[config.mk]
export PLATFORM = sky130hd
export DESIGN_NAME = memc_arb_flat
export DESIGN_NICKNAME = d
export VERILOG_FILES = /design/src/rtl/memc_pkg.sv /design/src/rtl/memc_arb_if.sv /design/src/rtl/memc_rr_pick.sv /design/src/rtl/memc_arb.sv /design/src/flat_wrapper.sv
export SDC_FILE = /design/constraint.sdc
export NUM_CORES = 1
export LEC_CHECK = 0
export ABC_AREA = 1
export CAP_MARGIN = 30
export CORE_MARGIN = 3
export CORE_UTILIZATION = 45
export DETAILED_ROUTE_END_ITERATION = 10
export GPL_ROUTABILITY_DRIVEN = 0
export PLACE_DENSITY = 0.94
export SLEW_MARGIN = 20
export SYNTH_ARGS = -nofsm -noshare
export SYNTH_HDL_FRONTEND = slang
export SYNTH_SLANG_ARGS = --single-unit
[constraint.sdc]
create_clock -name memc_clk -period 2.9 [get_ports memc_clk]
set_clock_uncertainty 0.2 [all_clocks]
set_input_delay 0.435 -clock memc_clk [delete_from_list [all_inputs] [get_ports memc_clk]]
set_output_delay 0.435 -clock memc_clk [all_outputs]
set_load 0.05 [all_outputs]
[src/rtl/memc_pkg.sv]
// Shared types and defaults for the two-port memory-controller arbiter.
package memc_pkg;

    typedef enum logic [1:0] {
        IDLE    = 2'd0,
        ISSUE   = 2'd1,
        WAIT_RD = 2'd2,
        RETURN  = 2'd3
    } state_e;

    localparam int unsigned DEF_DATA_WIDTH = 8;
    localparam int unsigned DEF_ADDR_WIDTH = 16;
    localparam int unsigned LAT_CNT_W      = 4;

endpackage

[src/rtl/memc_arb_if.sv]
// Requester ports plus the memory-controller command/data interface.
interface memc_arb_if
    import memc_pkg::*;
#(
    parameter int unsigned DATA_WIDTH = DEF_DATA_WIDTH,
    parameter int unsigned ADDR_WIDTH = DEF_ADDR_WIDTH
);

    logic                  req0_valid;
    logic                  req0_we;
    logic [ADDR_WIDTH-1:0] req0_addr;
    logic [DATA_WIDTH-1:0] req0_wdata;
    logic                  req0_ready;
    logic [DATA_WIDTH-1:0] req0_rdata;
    logic                  req0_rvalid;

    logic                  req1_valid;
    logic                  req1_we;
    logic [ADDR_WIDTH-1:0] req1_addr;
    logic [DATA_WIDTH-1:0] req1_wdata;
    logic                  req1_ready;
    logic [DATA_WIDTH-1:0] req1_rdata;
    logic                  req1_rvalid;

    logic                  memc_busy;
    logic                  memc_rd_enable;
    logic                  memc_wr_enable;
    logic [ADDR_WIDTH-1:0] memc_addr;
    logic [DATA_WIDTH-1:0] memc_wr_data;
    logic [DATA_WIDTH-1:0] memc_rd_data;

    // Arbiter side.
    modport slave (
        input  req0_valid, req0_we, req0_addr, req0_wdata,
        output req0_ready, req0_rdata, req0_rvalid,
        input  req1_valid, req1_we, req1_addr, req1_wdata,
        output req1_ready, req1_rdata, req1_rvalid,
        input  memc_busy, memc_rd_data,
        output memc_rd_enable, memc_wr_enable, memc_addr, memc_wr_data
    );

    // Requesters plus controller, seen from outside the arbiter.
    modport master (
        output req0_valid, req0_we, req0_addr, req0_wdata,
        input  req0_ready, req0_rdata, req0_rvalid,
        output req1_valid, req1_we, req1_addr, req1_wdata,
        input  req1_ready, req1_rdata, req1_rvalid,
        output memc_busy, memc_rd_data,
        input  memc_rd_enable, memc_wr_enable, memc_addr, memc_wr_data
    );

endinterface

[src/rtl/memc_rr_pick.sv]
// Combinational 2-way pick: fixed priority to port 0, or the port not granted last.
module memc_rr_pick (
    input  logic valid0_i,
    input  logic valid1_i,
    input  logic last_gnt_i,
    input  logic fixed_prio_i,
    output logic gnt_o,
    output logic any_valid_o
);

    always_comb begin
        any_valid_o = valid0_i | valid1_i;
        if (valid0_i && valid1_i) begin
            gnt_o = fixed_prio_i ? 1'b0 : ~last_gnt_i;
        end else begin
            gnt_o = valid1_i;
        end
    end

endmodule

[src/rtl/memc_arb.sv]
// Two-port arbiter in front of the single-port memory controller: one
// transaction at a time, one-cycle command pulse, read data routed back.
module memc_arb
    import memc_pkg::*;
#(
    parameter int unsigned DATA_WIDTH = DEF_DATA_WIDTH,
    parameter int unsigned ADDR_WIDTH = DEF_ADDR_WIDTH,
    parameter int unsigned RD_LATENCY = 3,
    parameter int unsigned FIXED_PRIO = 0
) (
    input  logic       memc_clk,
    input  logic       memc_reset,
    memc_arb_if.slave  bus
);

    localparam logic [LAT_CNT_W-1:0] LAT_INIT = LAT_CNT_W'(RD_LATENCY - 1);

    state_e                 state_q;
    logic                   last_gnt_q;
    logic                   win_q;
    logic                   we_q;
    logic [LAT_CNT_W-1:0]   cnt_q;
    logic                   ready0_q, ready1_q;
    logic                   rd_en_q, wr_en_q;
    logic                   rvalid0_q, rvalid1_q;
    logic [ADDR_WIDTH-1:0]  addr_q;
    logic [DATA_WIDTH-1:0]  wdata_q;
    logic [DATA_WIDTH-1:0]  rdata0_q, rdata1_q;

    logic                   pick_gnt, pick_any;
    logic                   sel_we_d;
    logic [ADDR_WIDTH-1:0]  sel_addr_d;
    logic [DATA_WIDTH-1:0]  sel_wdata_d;

    memc_rr_pick u_pick (
        .valid0_i     (bus.req0_valid),
        .valid1_i     (bus.req1_valid),
        .last_gnt_i   (last_gnt_q),
        .fixed_prio_i (FIXED_PRIO != 0),
        .gnt_o        (pick_gnt),
        .any_valid_o  (pick_any)
    );

    always_comb begin
        sel_we_d    = pick_gnt ? bus.req1_we    : bus.req0_we;
        sel_addr_d  = pick_gnt ? bus.req1_addr  : bus.req0_addr;
        sel_wdata_d = pick_gnt ? bus.req1_wdata : bus.req0_wdata;
    end

    always_ff @(posedge memc_clk or negedge memc_reset) begin
        if (!memc_reset) begin
            state_q    <= IDLE;
            last_gnt_q <= 1'b1;
            win_q      <= 1'b0;
            we_q       <= 1'b0;
            cnt_q      <= '0;
            ready0_q   <= 1'b0;
            ready1_q   <= 1'b0;
            rd_en_q    <= 1'b0;
            wr_en_q    <= 1'b0;
            rvalid0_q  <= 1'b0;
            rvalid1_q  <= 1'b0;
            addr_q     <= '0;
            wdata_q    <= '0;
            rdata0_q   <= '0;
            rdata1_q   <= '0;
        end else begin
            // All pulse outputs default low; each is raised for exactly one cycle.
            ready0_q  <= 1'b0;
            ready1_q  <= 1'b0;
            rd_en_q   <= 1'b0;
            wr_en_q   <= 1'b0;
            rvalid0_q <= 1'b0;
            rvalid1_q <= 1'b0;
            case (state_q)
                IDLE: begin
                    if (pick_any && !bus.memc_busy) begin
                        state_q    <= ISSUE;
                        win_q      <= pick_gnt;
                        last_gnt_q <= pick_gnt;
                        we_q       <= sel_we_d;
                        addr_q     <= sel_addr_d;
                        wdata_q    <= sel_wdata_d;
                        ready0_q   <= ~pick_gnt;
                        ready1_q   <= pick_gnt;
                        wr_en_q    <= sel_we_d;
                        rd_en_q    <= ~sel_we_d;
                    end
                end
                ISSUE: begin
                    if (we_q) begin
                        state_q <= IDLE;
                    end else begin
                        state_q <= WAIT_RD;
                        cnt_q   <= LAT_INIT;
                    end
                end
                WAIT_RD: begin
                    if (cnt_q == '0) begin
                        state_q <= RETURN;
                        if (win_q) begin
                            rdata1_q  <= bus.memc_rd_data;
                            rvalid1_q <= 1'b1;
                        end else begin
                            rdata0_q  <= bus.memc_rd_data;
                            rvalid0_q <= 1'b1;
                        end
                    end else begin
                        cnt_q <= cnt_q - 1'b1;
                    end
                end
                RETURN: state_q <= IDLE;
                default: state_q <= IDLE;
            endcase
        end
    end

    assign bus.req0_ready     = ready0_q;
    assign bus.req1_ready     = ready1_q;
    assign bus.req0_rvalid    = rvalid0_q;
    assign bus.req1_rvalid    = rvalid1_q;
    assign bus.req0_rdata     = rdata0_q;
    assign bus.req1_rdata     = rdata1_q;
    assign bus.memc_rd_enable = rd_en_q;
    assign bus.memc_wr_enable = wr_en_q;
    assign bus.memc_addr      = addr_q;
    assign bus.memc_wr_data   = wdata_q;

endmodule
[src/flat_wrapper.sv]
// flat-port wrapper written by rule: the top's interface ports become plain ports
module memc_arb_flat import memc_pkg::*;
#(
    parameter int unsigned DATA_WIDTH = DEF_DATA_WIDTH,
    parameter int unsigned ADDR_WIDTH = DEF_ADDR_WIDTH,
    parameter int unsigned RD_LATENCY = 3,
    parameter int unsigned FIXED_PRIO = 0
)
  (memc_clk, memc_reset, bus_req0_valid, bus_req0_we, bus_req0_addr, bus_req0_wdata, bus_req0_ready, bus_req0_rdata, bus_req0_rvalid, bus_req1_valid, bus_req1_we, bus_req1_addr, bus_req1_wdata, bus_req1_ready, bus_req1_rdata, bus_req1_rvalid, bus_memc_busy, bus_memc_rd_data, bus_memc_rd_enable, bus_memc_wr_enable, bus_memc_addr, bus_memc_wr_data);
  memc_arb_if #(.DATA_WIDTH(DATA_WIDTH), .ADDR_WIDTH(ADDR_WIDTH)) bus_i ();
  input  logic memc_clk;
  input  logic memc_reset;
  input wire logic [$bits(bus_i.req0_valid)-1:0] bus_req0_valid;
  input wire logic [$bits(bus_i.req0_we)-1:0] bus_req0_we;
  input wire logic [$bits(bus_i.req0_addr)-1:0] bus_req0_addr;
  input wire logic [$bits(bus_i.req0_wdata)-1:0] bus_req0_wdata;
  output wire logic [$bits(bus_i.req0_ready)-1:0] bus_req0_ready;
  output wire logic [$bits(bus_i.req0_rdata)-1:0] bus_req0_rdata;
  output wire logic [$bits(bus_i.req0_rvalid)-1:0] bus_req0_rvalid;
  input wire logic [$bits(bus_i.req1_valid)-1:0] bus_req1_valid;
  input wire logic [$bits(bus_i.req1_we)-1:0] bus_req1_we;
  input wire logic [$bits(bus_i.req1_addr)-1:0] bus_req1_addr;
  input wire logic [$bits(bus_i.req1_wdata)-1:0] bus_req1_wdata;
  output wire logic [$bits(bus_i.req1_ready)-1:0] bus_req1_ready;
  output wire logic [$bits(bus_i.req1_rdata)-1:0] bus_req1_rdata;
  output wire logic [$bits(bus_i.req1_rvalid)-1:0] bus_req1_rvalid;
  input wire logic [$bits(bus_i.memc_busy)-1:0] bus_memc_busy;
  input wire logic [$bits(bus_i.memc_rd_data)-1:0] bus_memc_rd_data;
  output wire logic [$bits(bus_i.memc_rd_enable)-1:0] bus_memc_rd_enable;
  output wire logic [$bits(bus_i.memc_wr_enable)-1:0] bus_memc_wr_enable;
  output wire logic [$bits(bus_i.memc_addr)-1:0] bus_memc_addr;
  output wire logic [$bits(bus_i.memc_wr_data)-1:0] bus_memc_wr_data;
  assign bus_i.req0_valid = bus_req0_valid;
  assign bus_i.req0_we = bus_req0_we;
  assign bus_i.req0_addr = bus_req0_addr;
  assign bus_i.req0_wdata = bus_req0_wdata;
  assign bus_req0_ready = bus_i.req0_ready;
  assign bus_req0_rdata = bus_i.req0_rdata;
  assign bus_req0_rvalid = bus_i.req0_rvalid;
  assign bus_i.req1_valid = bus_req1_valid;
  assign bus_i.req1_we = bus_req1_we;
  assign bus_i.req1_addr = bus_req1_addr;
  assign bus_i.req1_wdata = bus_req1_wdata;
  assign bus_req1_ready = bus_i.req1_ready;
  assign bus_req1_rdata = bus_i.req1_rdata;
  assign bus_req1_rvalid = bus_i.req1_rvalid;
  assign bus_i.memc_busy = bus_memc_busy;
  assign bus_i.memc_rd_data = bus_memc_rd_data;
  assign bus_memc_rd_enable = bus_i.memc_rd_enable;
  assign bus_memc_wr_enable = bus_i.memc_wr_enable;
  assign bus_memc_addr = bus_i.memc_addr;
  assign bus_memc_wr_data = bus_i.memc_wr_data;
  memc_arb #(.DATA_WIDTH(DATA_WIDTH), .ADDR_WIDTH(ADDR_WIDTH), .RD_LATENCY(RD_LATENCY), .FIXED_PRIO(FIXED_PRIO)) u_core (.memc_clk(memc_clk), .memc_reset(memc_reset), .bus(bus_i));
endmodule
==> metrics.md <==
| Metric | Value |
|---|---|
| Die H | between 80 and 90 microns |
| Clock power frac | 0.108 |
| Largest net degree at the start of global routing | 28 |
| Max Cap Violations | 0 |
| Leakage | 0.00199 uW |
| Sw Share | 0.488 |
| R2R Path Start | u_core.state_q[0] |
| Total number of vias | about 2.4k |
| Final setup fails | 0 |
| Post-Syn Area per Cell | about 8.1 sq um |
| Worst-margin pin slew | 522 ps |
| Synth Register Bits | between 50 and 60 |
| CP top delay family | buffers and inverters |
| Worst Path Required | 2270 ps |
| CTS tree | built |
| Worst Setup SP | u_core.bus.memc_addr[14] |
| Seq/Total Area, Yosys | 0.525 |
| Layout cell share with drive strength beyond 1 | 0.0945 |
| PD cells | 1000 mW/mm^2 |
| Part of the power in combinational logic | 0.570 |
| Setup ws final | approximately 770 ps |
| Max Buffers Root-to-Sink | 2 |
| Via count normalized by instance count | 4.68 |
| CP max stage cell | clkdlybuf4s50_1 |
| Area of the core | 0.00557 sq mm |
| # DRC | 0 |
| Post-CTS setup buffer count | 0 |
| TritonCTS Sinks | 55 |
| Global route overflow | 0 |
| Initial Util | 0.471 |
| Vias in the first global route | 2388 |
| P&R area growth vs syn | 46.1% |
| Fmax | 469 MHz |
| RSZ-0062 raised after global routing | false |
| Hold Crit Class | reg2reg |
| Syn Nets | 392 |
| Slew Limit Fails | 0 |
| Crit-path max cell delay | 820 ps |
| Critical path startpoint category | flop |
| Mapped cell area | roughly 0.0026 sq mm |
| Critical path endpoint category | output port |
| DR pass1 iterations | 4 |
| Pre-CTS setup slack | 750 ps |
| Slew HR | 0.651 |
| Area share of the largest cell type after synthesis | 0.515 |
| Crit path arrival time | 1500 ps |
| Synthesis warning total | 0 |
| Total power | 3840 uW |
| Total GRT Usage | 0.202 |
| Syn Inst Count | 323 |
| CP Max Fanout | 2 |
| Number of routed nets with antenna violations | 0 |
| Synth unique cells | 22 |
| Clock latency on the worst-skew pair | between 300 and 400 ps |
| NetSw | 1870 uW |
| Clk pin slew, worst setup/hold paths | 90 ps |
| Final TNS setup | 0 ps |
| Layout Nets | roughly 500 |
| Period Utilization, post-route | 0.736 |
| DP HPWL | 5.15 mm |
| CP Buf/Inv Count | 1 |
| CTS buffer count | 5 |
| Cell Int Power | 1960 uW |
| Initial antenna violation count | 0 |
| Status | finished, final reports clean |
| Starting DRT DRC Count | 80 |
| Fill cells | 446 |
| Die width | 82.4 microns |
| Ports | ~110 |
| Sequential power share | 0.322 |
| Site Rows | 27 |
| Min Tclk post-route | ~2100 ps |
| Die area | 0.00679 sq mm |
| Worst Hold Launch | u_core.last_gnt_q |
| H-Tree Depth | 2 |
| Worst-path cell chain | clkdlybuf4s50_1 |
| Largest cells by area after synthesis | dfrtp_1 51%, nand2_1 26%, o21ai_2 5.3%, ha_1 2.9%, inv_1 2.9% |
| VDD IR max | between 600 and 700 uV |
| Global-route wire length before repair | approximately 11 mm |
| Buffers on Ports | 108 |
| Post-Route WL | 6.65 mm |
| CTS root buffer | clkbuf_8 |
| Number of diodes | 0 |
| Type of the worst setup path | reg2out |
| Final hold violations | 0 |
| Largest area contributor in the netlist | dfrtp_1 |
| Wire length per cell | 13.1 microns |
-- synth_stat cells --
cell	instances
buf_6	4
dfstp_2	1
a21boi_0	2
nand2_1	185
nand3_2	1
inv_1	20
o21bai_2	1
nor2_1	8
ha_1	6
inv_2	3
o21ai_0	5
xor2_1	1
buf_4	3
nand3_1	1
buf_2	4
nor2_2	2
nand4_1	1
o21ai_2	16
a21oi_1	1
nand2_2	2
dfrtp_1	54
nand2_4	2
-- sequential cells by signal, summed over array words and instances, names as in the netlist, 4 cells and up, named ones only --
signal / count
u_core.bus.req0_rdata: 8
u_core.bus.memc_wr_data: 8
u_core.bus.memc_addr: 16
u_core.bus.req1_rdata: 8
u_core.cnt_q: 4
-- cell usage in the layout, fill, tap and decap left out, drive strengths merged --
| master | n |
|---|---|
| a21boi | 2 |
| nand4 | 1 |
| inv | 23 |
| nand2 | 189 |
| clkdlybuf4s50 | 107 |
| a21oi | 1 |
| xor2 | 1 |
| clkinv | 1 |
| nand3 | 2 |
| buf | 6 |
| clkinvlp | 1 |
| dlygate4sd3 | 1 |
| dfrtp | 54 |
| o21bai | 1 |
| nor2 | 10 |
| dfstp | 1 |
| clkbuf | 6 |
| o21ai | 21 |
| ha | 6 |
-- final timing paths --
| check | endpoint | cells after the start | slack [ps] |
|---|---|---|---|
| setup / recovery | bus_memc_addr[14] | 1 | 770 |
| hold / removal | u_core.last_gnt_q | 2 | 290 |
| setup reg to reg | u_core.bus.memc_addr[5] | 8 | 1040 |
| hold reg to reg | u_core.last_gnt_q | 2 | 290 |
| max in group asynchronous | u_core.last_gnt_q | 3 | 1460 |
| min in group asynchronous | u_core.bus.req0_rdata[1] | 2 | 390 |
-- logic make-up (layout without fill, tap and decap cells) --
group,count (synthesis),count (layout),synth area share
AND/OR/NAND/NOR,202,202,0.302
flip-flops,55,55,0.525
XOR/XNOR,1,1,0.00334
buffers and inverters,34,145,0.0663
adder cells (fa/ha/maj),6,6,0.0286
AO/OA/AOI/OAI,25,25,0.0748
-- cell type report --
| type | count | area, sq um | area share |
|---|---|---|---|
| well taps | 72 | 90.1 | 0.0235 |
| multi-input cells | 234 | 1070 | 0.280 |
| inverters | 23 | 86.3 | 0.0225 |
| clock inverters | 2 | 12.5 | 0.00326 |
| repair buffers | 114 | 1120 | 0.293 |
| flip-flops and latches | 55 | 1380 | 0.359 |
| clock buffers | 6 | 72.6 | 0.0189 |
-- power groups by stage --
| stage | clock network, uW | logic [uW] | registers (uW) |
|---|---|---|---|
| 2_1_floorplan | 0 | 604 | 2080 |
| 3_3_place_gp | 0 | 2140 | 1240 |
| 3_5_place_dp | 0 | 2200 | 1240 |
| 4_1_cts | 421 | 2210 | 1240 |
| 5_1_grt | 453 | 2340 | 1270 |
| 6_report | 415 | 2190 | 1240 |
-- repair_timing --
action | in CTS | in global routing
hold endpoints to repair | 17 | 0
resized for setup | 0 | 0
hold buffers | 1 | 0
-- through the flow --
step | hold WS [ps] | area, sq um | cells | utilization
5_1_grt | 305 | 3840 | 506 | 0.688
6_report | 287 | 3840 | 506 | 0.688
3_5_place_dp | 193 | 3740 | 497 | 0.671
3_3_place_gp | 195 | 3740 | 497 | 0.671
2_1_floorplan | -60.6 | 2630 | 323 | -
4_1_cts | 288 | 3840 | 506 | 0.688
-- metal layers --
metal / track usage / part of all wire / vias to the layer above / wire [microns]
li1: - / - / 1191 / -
met1: 0.224 / 0.40 / 1112 / 2680
met2: 0.376 / 0.53 / 61 / 3510
met3: 0.0542 / 0.058 / 5 / 387
met4: 0.0548 / 0.010 / 0 / 68
met5: 0 / 0 / - / 0
(Power assumes the default switching activity.)
